File: config.mk
export PLATFORM = sky130hd
export DESIGN_NAME = cpu_controller
export DESIGN_NICKNAME = d
export VERILOG_FILES = /design/src/rtl/cpu_pkg.sv /design/src/rtl/cpu_ctrl_decode.sv /design/src/rtl/cpu_controller.sv
export SDC_FILE = /design/constraint.sdc
export NUM_CORES = 1
export LEC_CHECK = 0
export ABC_CLOCK_PERIOD_IN_PS = 2000
export BUFFER_PORTS_ARGS = -buffer_cell sky130_fd_sc_hd__buf_4
export CAP_MARGIN = 15
export CORE_ASPECT_RATIO = 1.4
export CORE_UTILIZATION = 49
export CTS_CLUSTER_SIZE = 10
export DETAILED_ROUTE_END_ITERATION = 7
export GPL_TIMING_DRIVEN = 0
export PLACE_DENSITY = 0.86
export SLEW_MARGIN = 10
export SYNTH_ARGS = -nofsm -noshare
export SYNTH_HDL_FRONTEND = slang
export SYNTH_SLANG_ARGS = --single-unit
File: constraint.sdc
create_clock -name clk -period 2 [get_ports clk]
set_input_delay 0.4 -clock clk [delete_from_list [all_inputs] [get_ports clk]]
set_output_delay 0.4 -clock clk [all_outputs]
set_load 0.05 [all_outputs]
File: src/rtl/cpu_pkg.sv
// cpu_pkg: opcode and phase constants plus the strobe bundle shared by the controller and ALU
package cpu_pkg;
    localparam logic [2:0] OP_HLT = 3'd0;
    localparam logic [2:0] OP_SKZ = 3'd1;
    localparam logic [2:0] OP_ADD = 3'd2;
    localparam logic [2:0] OP_AND = 3'd3;
    localparam logic [2:0] OP_XOR = 3'd4;
    localparam logic [2:0] OP_LDA = 3'd5;
    localparam logic [2:0] OP_STO = 3'd6;
    localparam logic [2:0] OP_JMP = 3'd7;
    localparam logic [2:0] PH_INST_ADDR  = 3'd0;
    localparam logic [2:0] PH_INST_FETCH = 3'd1;
    localparam logic [2:0] PH_INST_LOAD  = 3'd2;
    localparam logic [2:0] PH_IDLE       = 3'd3;
    localparam logic [2:0] PH_OP_ADDR    = 3'd4;
    localparam logic [2:0] PH_OP_FETCH   = 3'd5;
    localparam logic [2:0] PH_ALU_OP     = 3'd6;
    localparam logic [2:0] PH_STORE      = 3'd7;
    typedef struct packed {
        logic sel;
        logic rd;
        logic ld_ir;
        logic inc_pc;
        logic ld_pc;
        logic ld_ac;
        logic wr;
        logic data_e;
        logic halt;
    } ctrl_t;
    function automatic logic is_aluop(input logic [2:0] op);
        return op == OP_ADD || op == OP_AND || op == OP_XOR || op == OP_LDA;
    endfunction
endpackage

File: src/rtl/cpu_ctrl_decode.sv
// cpu_ctrl_decode: combinational phase/opcode/zero/halted -> datapath strobes (phase_i, opcode_i, a_is_zero_i, halted_i in; ctrl_o out)
module cpu_ctrl_decode
    import cpu_pkg::*;
(
    input  logic [2:0] phase_i,
    input  logic [2:0] opcode_i,
    input  logic       a_is_zero_i,
    input  logic       halted_i,
    output ctrl_t      ctrl_o
);
    logic alu;
    logic late;
    always_comb begin
        alu            = is_aluop(opcode_i);
        late           = phase_i == PH_ALU_OP || phase_i == PH_STORE;
        ctrl_o         = '0;
        ctrl_o.halt    = halted_i || (phase_i == PH_OP_ADDR && opcode_i == OP_HLT);
        ctrl_o.sel     = !halted_i && phase_i <= PH_IDLE;
        ctrl_o.rd      = !halted_i && ((phase_i >= PH_INST_FETCH && phase_i <= PH_IDLE) || (phase_i >= PH_OP_FETCH && alu));
        ctrl_o.ld_ir   = !halted_i && (phase_i == PH_INST_LOAD || phase_i == PH_IDLE);
        ctrl_o.inc_pc  = !halted_i && (phase_i == PH_OP_ADDR || (phase_i == PH_ALU_OP && opcode_i == OP_SKZ && a_is_zero_i));
        ctrl_o.ld_pc   = !halted_i && late && opcode_i == OP_JMP;
        ctrl_o.ld_ac   = !halted_i && phase_i == PH_STORE && alu;
        ctrl_o.wr      = !halted_i && phase_i == PH_STORE && opcode_i == OP_STO;
        ctrl_o.data_e  = !halted_i && late && opcode_i == OP_STO;
    end
endmodule

File: src/rtl/cpu_controller.sv
// cpu_controller: 8-phase fetch/execute sequencer with sticky halt and retired-instruction counter (clk, rst, enable, opcode, a_is_zero in; strobes, halt, phase, retired out)
module cpu_controller
    import cpu_pkg::*;
#(
    parameter int CNT_WIDTH = 16
) (
    input  logic                 clk,
    input  logic                 rst,
    input  logic                 enable,
    input  logic [2:0]           opcode,
    input  logic                 a_is_zero,
    output logic                 sel,
    output logic                 rd,
    output logic                 ld_ir,
    output logic                 inc_pc,
    output logic                 ld_pc,
    output logic                 ld_ac,
    output logic                 wr,
    output logic                 data_e,
    output logic                 halt,
    output logic [2:0]           phase,
    output logic [CNT_WIDTH-1:0] retired
);
    logic [2:0]           phase_q, phase_d;
    logic                 halted_q, halted_d;
    logic [CNT_WIDTH-1:0] retired_q, retired_d;
    logic                 adv, stop;
    ctrl_t                ctrl;
    always_comb begin
        adv       = enable && !halted_q;
        stop      = adv && phase_q == PH_OP_ADDR && opcode == OP_HLT;
        phase_d   = (adv && !stop) ? phase_q + 3'd1 : phase_q;
        halted_d  = halted_q || stop;
        retired_d = (adv && phase_q == PH_STORE) ? retired_q + CNT_WIDTH'(1) : retired_q;
    end
    always_ff @(posedge clk or posedge rst) begin
        if (rst) begin
            phase_q   <= PH_INST_ADDR;
            halted_q  <= 1'b0;
            retired_q <= '0;
        end else begin
            phase_q   <= phase_d;
            halted_q  <= halted_d;
            retired_q <= retired_d;
        end
    end
    cpu_ctrl_decode u_decode (
        .phase_i     (phase_q),
        .opcode_i    (opcode),
        .a_is_zero_i (a_is_zero),
        .halted_i    (halted_q),
        .ctrl_o      (ctrl)
    );
    assign {sel, rd, ld_ir, inc_pc, ld_pc, ld_ac, wr, data_e, halt} = ctrl;
    assign phase   = phase_q;
    assign retired = retired_q;
endmodule
==> summary.txt, run 1 <==
Outcome
  – Status: complete, but fails checks
  – Failing checks: negative setup slack

Routing
  – Routed WL: 2.97 mm
  – First-iteration detailed-routing DRC count: 21
  – Routed Antenna Nets: 0
  – WL/cell: 17.2 microns
  – First-pass detailed-route iteration total: 5
  – Via count: 979
  – # DRC: 0
  – Via-to-Cell Ratio: 5.66

STA
  – Min cycle time layout: 2.27 ns
  – Final hold vios: 0
  – Final number of max-transition violations: 0
  – Final period utilization: 1.14
  – RSZ-0062 raised after global routing: yes
  – Max Clock Skew: 0.00261 ns
  – Tightest Pin Transition: 0.738 ns
  – Total Neg Setup Slack: -1.28 ns
  – Setup ws final: -0.271 ns
  – Setup violators final: 10
  – Max Fclk: 440 MHz
  – Max_slew headroom: 0.507

Critical path
  – Reg2Reg Depth: 7
  – Critical Path AT: 1.87 ns
  – Worst r2r src: phase[0]$_DFFE_PP0P_
  – Critical path fanouts, max: 4
  – Setup CP Type: flip-flop to output port
  – Crit path cell chain: clkinvlp_4 -> ha_4 -> or3_4 -> a21oi_4 -> nor3_4 -> buf_6
  – Largest stage delay, worst path: 0.45 ns
  – Slowest CP cell: dfrtp_4
  – RR Endpoint: phase[1]$_DFFE_PP0P_
  – CP Capture Type: output port
  – Worst setup SP type: flip-flop
  – CP required: 1.60 ns
  – R2R Setup Slk: -0.07 ns

Cells and area
  – Ant diodes: 0
  – # fillers: 106
  – Area of the multi-input gates: 743 sq um
  – Share of cells above drive strength 1: 0.533
  – Register area: 507 sq um
  – P&R area growth vs syn: 59.6%
  – Final core occ: 0.852
  – Nets: 167

Logic synthesis
  – Synth Area in XOR/XNOR: 0.138
  – Post-Synth Adder-Cell Area: 0.0812
  – Area leader, netlist: dfrtp_1
  – Synth Area in Compound Gates: 0.0394
  – Mapped Cells: 104
  – Post-synth top cells: dfrtp_1 (20), xnor2_1 (15), nand3_1 (8)
  – Post-synthesis mux area share: 0.0336
  – Yosys reg bits: 20
  – Sequential fraction of the synthesis area: 0.464
  – Main combinational cell family by area after synthesis: simple AND/OR/NAND/NOR gates
  – Mapped Nets: 118
  – Prevailing post-synth register cell: dfrtp_1
  – Simple-Gate Fraction of Synth Area: 0.218
  – Asr flop ratio synth: 1.00
  – Mean area per synthesized cell: 10.4 sq um
  – Yosys warns: 0
  – Yosys top cell area share: 0.464
  – Synth area leaders: dfrtp_1 (46%), xnor2_1 (12%), ha_1 (8.1%)
  – Number of synthesized flops with an enable pin: 0
  – Number of distinct library cells after synthesis: 29
  – Post-Syn Area: 1080 sq um
  – Top-count cell post-synth: dfrtp_1

Die
  – Die Span Y: 57.5 microns
  – Die ar.: 2400 sq um
  – Core area: 2020 sq um
  – Num rows: 19
  – Die Wd: 41.7 microns
  – Starting density of the core: 0.534
  – Top Ports: 35

Global route
  – Grt ovf: 0
  – Busiest grt layer: met2
  – Initial antenna violation count: 0
  – First-pass GRT wire length: 4.22 mm
  – Largest net degree at the start of global routing: 21
  – Number of global-route vias before repair: 974
  – Met3 GRT Util: 0.0411
  – GR Util met2: 0.438
  – Overall Global Routing Usage: 0.235
  – M1 GR Usage: 0.242

Placed design
  – HPWL after detailed placement: 1.83 mm
  – Placer Congestion: 0.767
  – PortBufs: 34

Clock network
  – TritonCTS Sinks: 20
  – CTS root buf: clkbuf_4
  – CTS tree: done
  – Reg clk slew, reported paths: 0.11 ns
  – H-tree Lvls: 1
  – Worst-Skew Late Latency: 0.30 ns
  – Bufs on Longest Clock Path: 2
  – TritonCTS Buffers: 3

Job
  – # Max-Cap Violations: 0

Power
  – Pleak: 0.797 nW
  – Worst IR Drop VDD: 1.58 mV
  – PD cells: 1520 nW/um^2

Min path
  – Worst hold path class: input pin to async pin
[sequential cells by signal, summed over array words and instances (netlist names)]
signal,cells
phase,3
retired,16
halted_q,1
[layer usage]
| metal | share of wire | wire length [microns] | vias up |
|---|---|---|---|
| li1 | - | - | 454 |
| met1 | 0.38 | 1120 | 474 |
| met2 | 0.56 | 1660 | 44 |
| met3 | 0.043 | 129 | 7 |
| met4 | 0.020 | 58 | 0 |
| met5 | 0 | 0 | - |
[critical path, delay by kind of cell, from the launching register on]
family	cells	cell delay (ns)
DFF	1	0.45
and+or+nand+nor	2	0.39
buffers and inverters	2	0.33
adders and majority gates	1	0.21
AOI/OAI and AO/OA	1	0.19
[worst max path at each step]
stage | to | slack, ns | start | cells past startpoint
after floorplan | ld_ac | -0.04 | phase[0]$_DFFE_PP0P_ | 4
after global placement | rd | -0.08 | phase[0]$_DFFE_PP0P_ | 6
after detailed placement | rd | -0.11 | phase[0]$_DFFE_PP0P_ | 6
after CTS | rd | -0.25 | phase[0]$_DFFE_PP0P_ | 6
after global routing | rd | -0.33 | phase[1]$_DFFE_PP0P_ | 6
final | rd | -0.27 | phase[2]$_DFFE_PP0P_ | 6
[cell type report]
type / count / share of cell area
multi-input combinational: 77 / 0.432
sequential: 20 / 0.294
timing repair buffer: 44 / 0.214
clock buffer: 4 / 0.0211
tap: 21 / 0.0153
inverter: 5 / 0.0145
buffer: 2 / 0.00945
[through the flow]
step / area [sq um] / setup WS [ns] / power (mW) / std cells / hold slack [ns]
3_3_place_gp: 1450 / -0.0795 / 1.86 / 159 / 0.467
2_1_floorplan: 1170 / -0.0381 / 1.56 / 104 / 0.364
6_report: 1720 / -0.271 / 2.62 / 173 / 0.212
4_1_cts: 1640 / -0.255 / 2.41 / 171 / 0.240
3_5_place_dp: 1450 / -0.107 / 1.91 / 159 / 0.472
5_1_grt: 1720 / -0.326 / 2.74 / 173 / 0.265
[where the power goes]
group | total (mW) | internal [mW] | leakage (nW) | switching [mW]
combinational | 1.80 | 0.712 | 0.514 | 1.08
sequential | 0.596 | 0.493 | 0.263 | 0.103
clock | 0.232 | 0.111 | 0.0210 | 0.121
[kinds of logic (layout without fill, tap and decap cells)]
| group | Yosys count | after routing |
|---|---|---|
| buffers and inverters | 7 | 55 |
| and+or+nand+nor | 43 | 43 |
| muxes | 3 | 3 |
| xor gates and xnor gates | 17 | 17 |
| DFF | 20 | 20 |
| adders and majority gates | 7 | 7 |
| AOI/OAI and AO/OA | 7 | 7 |
[repair_timing]
action / in CTS / in global routing
setup buffers: 8 / 2
hold buffers: 0 / 0
setup endpoints to repair: 9 / 13
pin swaps: 5 / 6
resized for setup: 20 / 15
[placed cells by master, fill, tap and decap left out, types with 2 or more instances in the layout]
master	instances
nand4_1	3
nand3_1	8
nor2_1	3
or3_4	2
dfrtp_2	2
ha_1	3
buf_6	11
inv_1	3
nor2_2	3
and4b_1	2
clkbuf_4	3
dfrtp_1	17
a21oi_4	4
xnor2_1	15
nor3_4	2
nor3_1	2
xor2_1	2
ha_4	4
nand2_1	7
buf_4	34
Power figures use the tool's default switching activity.
==> run 2, diff against run 1 <==
Settings changed: CAP_MARGIN 15 to 30, RECOVER_POWER set to 100, SYNTH_HIERARCHICAL set to 1.
==> summary.txt, run 2 <==
Logic synthesis
  – Prevailing post-synth register cell: dfrtp_1
  – Mapped Nets: 103 (-13%)
  – Synth area leaders: dfrtp_1 (47%), xnor2_1 (9.0%), xor2_1 (4.9%)
  – Mapped Cells: 92 (-12%)
  – Top-count cell post-synth: dfrtp_1
  – Number of synthesized flops with an enable pin: 0 (unchanged)
  – Mean area per synthesized cell: 11.6 sq um (+12%)
  – Sequential fraction of the synthesis area: 0.469 (+0.00545)
  – Yosys reg bits: 20 (unchanged)
  – Post-synth top cells: dfrtp_1 (20), xnor2_1 (11), nand2_1 (9), inv_1 (6), xor2_1 (6)
  – Number of distinct library cells after synthesis: 26 (-10%)
  – Yosys warns: 6 (+6)
  – Asr flop ratio synth: 1.00 (unchanged)
  – Area leader, netlist: dfrtp_1
  – Post-Syn Area: 1070 sq um (-1.2%)
  – Yosys top cell area share: 0.469 (+0.00545)

Power
  – Pwr Total: 1.82 mW (-30%)
  – PD cells: 1360 nW/um^2 (-11%)
  – Worst IR Drop VDD: 0.979 mV (-38%)
  – Pleak: 0.690 nW (-14%)

Cells and area
  – Share of cells above drive strength 1: 0.303 (-0.230)
  – Layout Cells excl Fill: 153 (-12%)
  – Ant diodes: 0 (unchanged)
  – P&R area growth vs syn: 25.8%
  – Max FFs per register: 16 (unchanged)
  – Most frequent cells in the layout: clkbuf_1 (17), dfrtp_1 (17), xnor2_1 (11)
  – # fillers: 171 (+61%)
  – Nets: 144 (-14%)

Global route
  – Overall Global Routing Usage: 0.196 (-0.0386)
  – Initial antenna violation count: 0 (unchanged)
  – Grt ovf: 0 (unchanged)
  – Largest net degree at the start of global routing: 21 (unchanged)
  – First-pass GRT wire length: 3.67 mm (-13%)
  – Number of global-route vias before repair: 869 (-11%)

Routing
  – WL/cell: 13.8 microns (-19%)
  – First-pass detailed-route iteration total: 4 (-1)
  – Via count: 855 (-13%)
  – # DRC: 0 (unchanged)
  – Routed WL: 2.12 mm (-29%)
  – Via-to-Cell Ratio: 5.59 (-1.2%)
  – First-iteration detailed-routing DRC count: 12 (-43%)
  – Routed Antenna Nets: 0 (unchanged)

Clock network
  – CTS root buf: clkbuf_4
  – Reg clk slew, reported paths: 0.11 ns (about the same)
  – TritonCTS Sinks: 20 (unchanged)
  – CTS tree: done
  – H-tree Lvls: 1 (unchanged)
  – Worst-Skew Late Latency: 0.30 ns (about the same)
  – TritonCTS Buffers: 3 (unchanged)
  – Hold buffers post-CTS: 0 (unchanged)
  – Bufs on Longest Clock Path: 2 (unchanged)

STA
  – Final period utilization: 0.963 (-0.173)
  – Setup violators final: 0 (-10)
  – Final hold vios: 0 (unchanged)
  – Max Fclk: 519 MHz (+18%)
  – Tightest Pin Transition: 0.721 ns (-0.0167 ns)
  – RSZ-0062 raised after global routing: no
  – Min cycle time layout: 1.93 ns (-0.346 ns)
  – Max_slew headroom: 0.519 (+0.0112)
  – Final number of max-transition violations: 0 (unchanged)
  – Max Clock Skew: 0.00227 ns (-0.000346 ns)

Critical path
  – Critical path fanouts, max: 5 (+1)
  – Worst r2r src: phase[0]$_DFFE_PP0P_
  – CP required: 1.60 ns (about the same)
  – Crit path launch: halted_q$_DFF_PP0_
  – Critical Path AT: 1.53 ns (-0.34 ns)
  – Worst setup SP type: flip-flop
  – Slowest CP cell: dfrtp_2
  – Worst Path Buf+Inv: 1 (-1)
  – Largest stage delay, worst path: 0.45 ns (about the same)
  – Crit path max-delay family: simple AND/OR/NAND/NOR gates
  – Setup CP Type: flip-flop to output port
  – Crit path cell chain: nand3b_1 -> nor4_2 -> buf_4
  – CP Capture Type: output port

Placed design
  – Placer Congestion: 0.712 (-7.1%)
  – Placed insts: 147 (-7.5%)
  – PortBufs: 34 (unchanged)
  – HPWL after detailed placement: 1.64 mm (-10%)

Outcome
  – Status: completed

Die
  – Num rows: 19 (unchanged)
  – Die Span Y: 57.2 microns (-0.56%)
  – Die ar.: 2370 sq um (-1.1%)
  – Core area: 2000 sq um (-1.2%)
  – Starting density of the core: 0.534 (about the same)
  – Top Ports: 35 (unchanged)
  – Die Wd: 41.4 microns (-0.55%)

Job
  – # Max-Cap Violations: 0 (unchanged)

Min path
  – Worst hold path class: input pin to async pin
run 2: cell count changes after synthesis, moves of 3 or more:
cell | before | now
nor2_1 | 7 | 3
xnor2_1 | 15 | 11
xor2_1 | 2 | 6
a21oi_1 | 5 | 0
nand3_1 | 8 | 3
ha_1 | 7 | 4
run 2: power by group:
| group | internal (mW) | switching, mW | leakage (nW) |
|---|---|---|---|
| registers | 0.486 | 0.141 | 0.263 |
| logic | 0.286 | 0.677 | 0.405 |
| clock network | 0.111 | 0.123 | 0.0210 |
run 2: cell type report:
class                   count  area [sq um]  share of cell area
repair buffers             36           194               0.145
flip-flops and latches     20           504               0.376
clock buffers               4          36.3              0.0271
multi-input cells          66           558               0.416
well taps                  21          26.3              0.0196
inverters                   6          22.5              0.0168
run 2: cell families (layout without fill, tap and decap cells):
kind of cell / after synthesis / after routing / share of synthesized area
AOI/OAI and AO/OA: 4 / 4 / 0.0364
and+or+nand+nor: 38 / 38 / 0.255
muxes: 3 / 3 / 0.0317
DFF: 20 / 20 / 0.469
buffers and inverters: 6 / 46 / 0.0211
xor gates and xnor gates: 17 / 17 / 0.140
adders and majority gates: 4 / 4 / 0.0470
run 2: final timing paths:
kind / endpoint / slack, ns / depth (start not counted)
min reg2reg: retired[11]$_DFFE_PP0P_ / 0.50 / 1
min: retired[9]$_DFFE_PP0P_ / 0.21 / 2
max reg2reg: phase[1]$_DFFE_PP0P_ / 0.11 / 6
min in group clk: halted_q$_DFF_PP0_ / 0.33 / 2
max: wr / 0.07 / 3
max in group asynchronous: phase[2]$_DFFE_PP0P_ / 1.30 / 2
run 2: layer usage:
layer	global-route usage	vias up	wire length, microns
met5	0	-	0
met4	0.101	0	53
met3	0.0158	5	108
met2	0.379	37	1130
met1	0.204	410	827
li1	-	403	-
run 2: per-stage QoR:
| step | TNS, ns | util | worst slack (ns) | hold WS, ns | area (sq um) |
|---|---|---|---|---|---|
| 2_1_floorplan | -1.48 | - | -0.407 | 0.364 | 1090 |
| 3_3_place_gp | 0 | 0.689 | 0.240 | 0.461 | 1380 |
| 3_5_place_dp | 0 | 0.689 | 0.205 | 0.485 | 1380 |
| 4_1_cts | 0 | 0.707 | 0.00481 | 0.233 | 1410 |
| 5_1_grt | 0 | 0.672 | 0.0196 | 0.275 | 1340 |
| 6_report | 0 | 0.672 | 0.0750 | 0.209 | 1340 |
run 2: timing repair:
| action | CTS | global route |
|---|---|---|
| hold endpoints to repair | 0 | 0 |
| setup endpoints to repair | 1 | 3 |
| buffers inserted | 0 | 2 |
| resized for setup | 1 | 1 |
| gates cloned | 0 | 0 |
==> run 3, diff against run 2 <==
Settings changed: CELL_PAD_IN_SITES_DETAIL_PLACEMENT set to 1, CELL_PAD_IN_SITES_GLOBAL_PLACEMENT set to 2, CORE_UTILIZATION 49 to 30, PLACE_DENSITY 0.86 to 0.84.
==> summary.txt, run 3 (synthesis results as in run 2) <==
Outcome
  – Status: completed

Global route
  – Largest net degree at the start of global routing: 21 (unchanged)
  – Grt ovf: 0 (unchanged)
  – Initial antenna violation count: 0 (unchanged)
  – First-pass GRT wire length: 4.31 mm (+17%)
  – Number of global-route vias before repair: 893 (+2.8%)
  – Overall Global Routing Usage: 0.155 (-0.0413)

Critical path
  – Setup CP Type: flip-flop to output port
  – Critical Path AT: 1.51 ns (-0.02 ns)
  – Critical path fanouts, max: 5 (unchanged)
  – Slowest CP cell: dfrtp_2
  – Worst setup SP type: flip-flop
  – Crit path cell chain: nand3b_1 -> clkbuf_1 -> nor3_2 -> clkbuf_4
  – RR Endpoint: retired[11]$_DFFE_PP0P_
  – Worst r2r src: phase[0]$_DFFE_PP0P_
  – Crit path max-delay family: flip-flops
  – Reg2Reg Depth: 6 (unchanged)
  – R2R Setup Slk: 0.18 ns (+0.07 ns)
  – CP required: 1.60 ns (about the same)
  – CP Capture Type: output port
  – Worst Path Buf+Inv: 2 (+1)
  – Largest stage delay, worst path: 0.44 ns (about the same)

Routing
  – First-iteration detailed-routing DRC count: 17 (+5)
  – Via-to-Cell Ratio: 5.02 (-10%)
  – First-pass detailed-route iteration total: 3 (-1)
  – Routed WL: 2.65 mm (+25%)
  – Via count: 878 (+2.7%)
  – Routed Antenna Nets: 0 (unchanged)
  – # DRC: 0 (unchanged)
  – WL/cell: 15.2 microns (+9.5%)

Clock network
  – Reg clk slew, reported paths: 0.09 ns (-0.02 ns)
  – Bufs on Longest Clock Path: 2 (unchanged)
  – CTS tree: done
  – TritonCTS Buffers: 3 (unchanged)
  – TritonCTS Sinks: 20 (unchanged)
  – CTS root buf: clkbuf_8
  – Worst-Skew Late Latency: 0.28 ns (-0.02 ns)
  – H-tree Lvls: 1 (unchanged)

Job
  – # Max-Cap Violations: 0 (unchanged)

Cells and area
  – Ant diodes: 0 (unchanged)
  – P&R area growth vs syn: 33.3%
  – Final instance area: 1420 sq um (+6.0%)
  – Nets: 147 (+2.1%)
  – Register area: 504 sq um (unchanged)
  – Max FFs per register: 16 (unchanged)
  – Most common cell after layout, fill and taps aside: clkbuf_1
  – Most frequent cells in the layout: clkbuf_1 (18), dfrtp_1 (17), buf_4 (13)
  – Share of cells above drive strength 1: 0.319 (+0.0155)
  – # fillers: 381 (+120%)
  – Area of the multi-input gates: 563 sq um (+0.90%)

STA
  – Final number of max-transition violations: 0 (unchanged)
  – Min cycle time layout: 1.91 ns (-0.0115 ns)
  – Final hold vios: 0 (unchanged)
  – Max Fclk: 523 MHz (+0.60%)
  – Final period utilization: 0.957 (-0.00574)
  – Setup violators final: 0 (unchanged)
  – Max_slew headroom: 0.472 (-0.0463)
  – Max Clock Skew: 0.0144 ns (+0.0121 ns)
  – Hold_ws: 0.267 ns (+0.0572 ns)
  – RSZ-0062 raised after global routing: no
  – Tightest Pin Transition: 0.791 ns (+0.0694 ns)

Placed design
  – Placer Congestion: 0.731 (+2.5%)
  – Post-DP Area: 1400 sq um (+1.7%)
  – HPWL after detailed placement: 1.98 mm (+21%)
  – PortBufs: 34 (unchanged)

Die
  – Die Wd: 52.4 microns (+26%)
  – Starting density of the core: 0.316 (-0.218)
  – Core area: 3380 sq um (+69%)
  – Top Ports: 35 (unchanged)
  – Num rows: 25 (+6)
  – Die ar.: 3800 sq um (+60%)
  – Die Span Y: 72.5 microns (+27%)

Power
  – PD cells: 1440 nW/um^2 (+6.0%)
  – Pleak: 0.718 nW (+4.1%)
  – Worst IR Drop VDD: 0.808 mV (-17%)

Min path
  – Worst hold path class: input pin to async pin
[run 3: changes by cell type in the layout (fill, tap and decap cells not counted), sizes merged]
| cell | previous run | this run |
|---|---|---|
| buf | 11 | 14 |
| clkbuf | 29 | 28 |
| bufinv | 0 | 1 |
[run 3: where the power goes]
part | total, mW | switching [mW] | leakage [nW] | internal (mW)
Combinational | 0.992 | 0.684 | 0.419 | 0.308
Sequential | 0.635 | 0.148 | 0.263 | 0.487
Clock | 0.423 | 0.155 | 0.0357 | 0.268
[run 3: area by class of cell]
cell class              count  area share
repair buffers             39       0.148
inverters                   6      0.0158
well taps                  40      0.0352
multi-input cells          66       0.396
clock inverters             1      0.0211
clock buffers               3      0.0290
flip-flops and latches     20       0.355
[run 3: how the worst max path moves through the flow]
| stage | cells after the start | end | slack (ns) | from |
|---|---|---|---|---|
| final | 4 | ld_ac | 0.09 | halted_q$_DFF_PP0_ |
| after global routing | 4 | ld_ac | 0.02 | halted_q$_DFF_PP0_ |
| after floorplan | 2 | wr | -0.41 | phase[2]$_DFFE_PP0P_ |
| after global placement | 4 | inc_pc | 0.23 | opcode[1] |
| after CTS | 3 | wr | 0.002 | halted_q$_DFF_PP0_ |
| after detailed placement | 6 | retired[5]$_DFFE_PP0P_ | 0.21 | phase[0]$_DFFE_PP0P_ |
[run 3: timing repair]
action,4_1_cts,5_1_grt
resized for setup,2,0
setup buffers,0,5
setup endpoints to repair,1,2
pin swaps,0,1
endpoints found under the hold margin,0,0
hold buffers,0,0
[run 3: per-layer routing]
metal	vias up	GRT usage	part of all wire
met3	5	0.0294	0.047
li1	407	-	-
met5	-	0	0
met2	29	0.266	0.54
met4	0	0.0789	0.026
met1	437	0.176	0.39
[run 3: metrics by stage]
stage,power (mW),setup slack [ns],TNS [ns],util,cells
after floorplan,1.34,-0.407,-1.48,-,92
after global placement,1.63,0.229,0,0.414,166
after detailed placement,1.66,0.214,0,0.414,166
after CTS,2.09,0.00230,0,0.436,170
after global routing,2.16,0.0201,0,0.421,175
final,2.05,0.0864,0,0.421,175
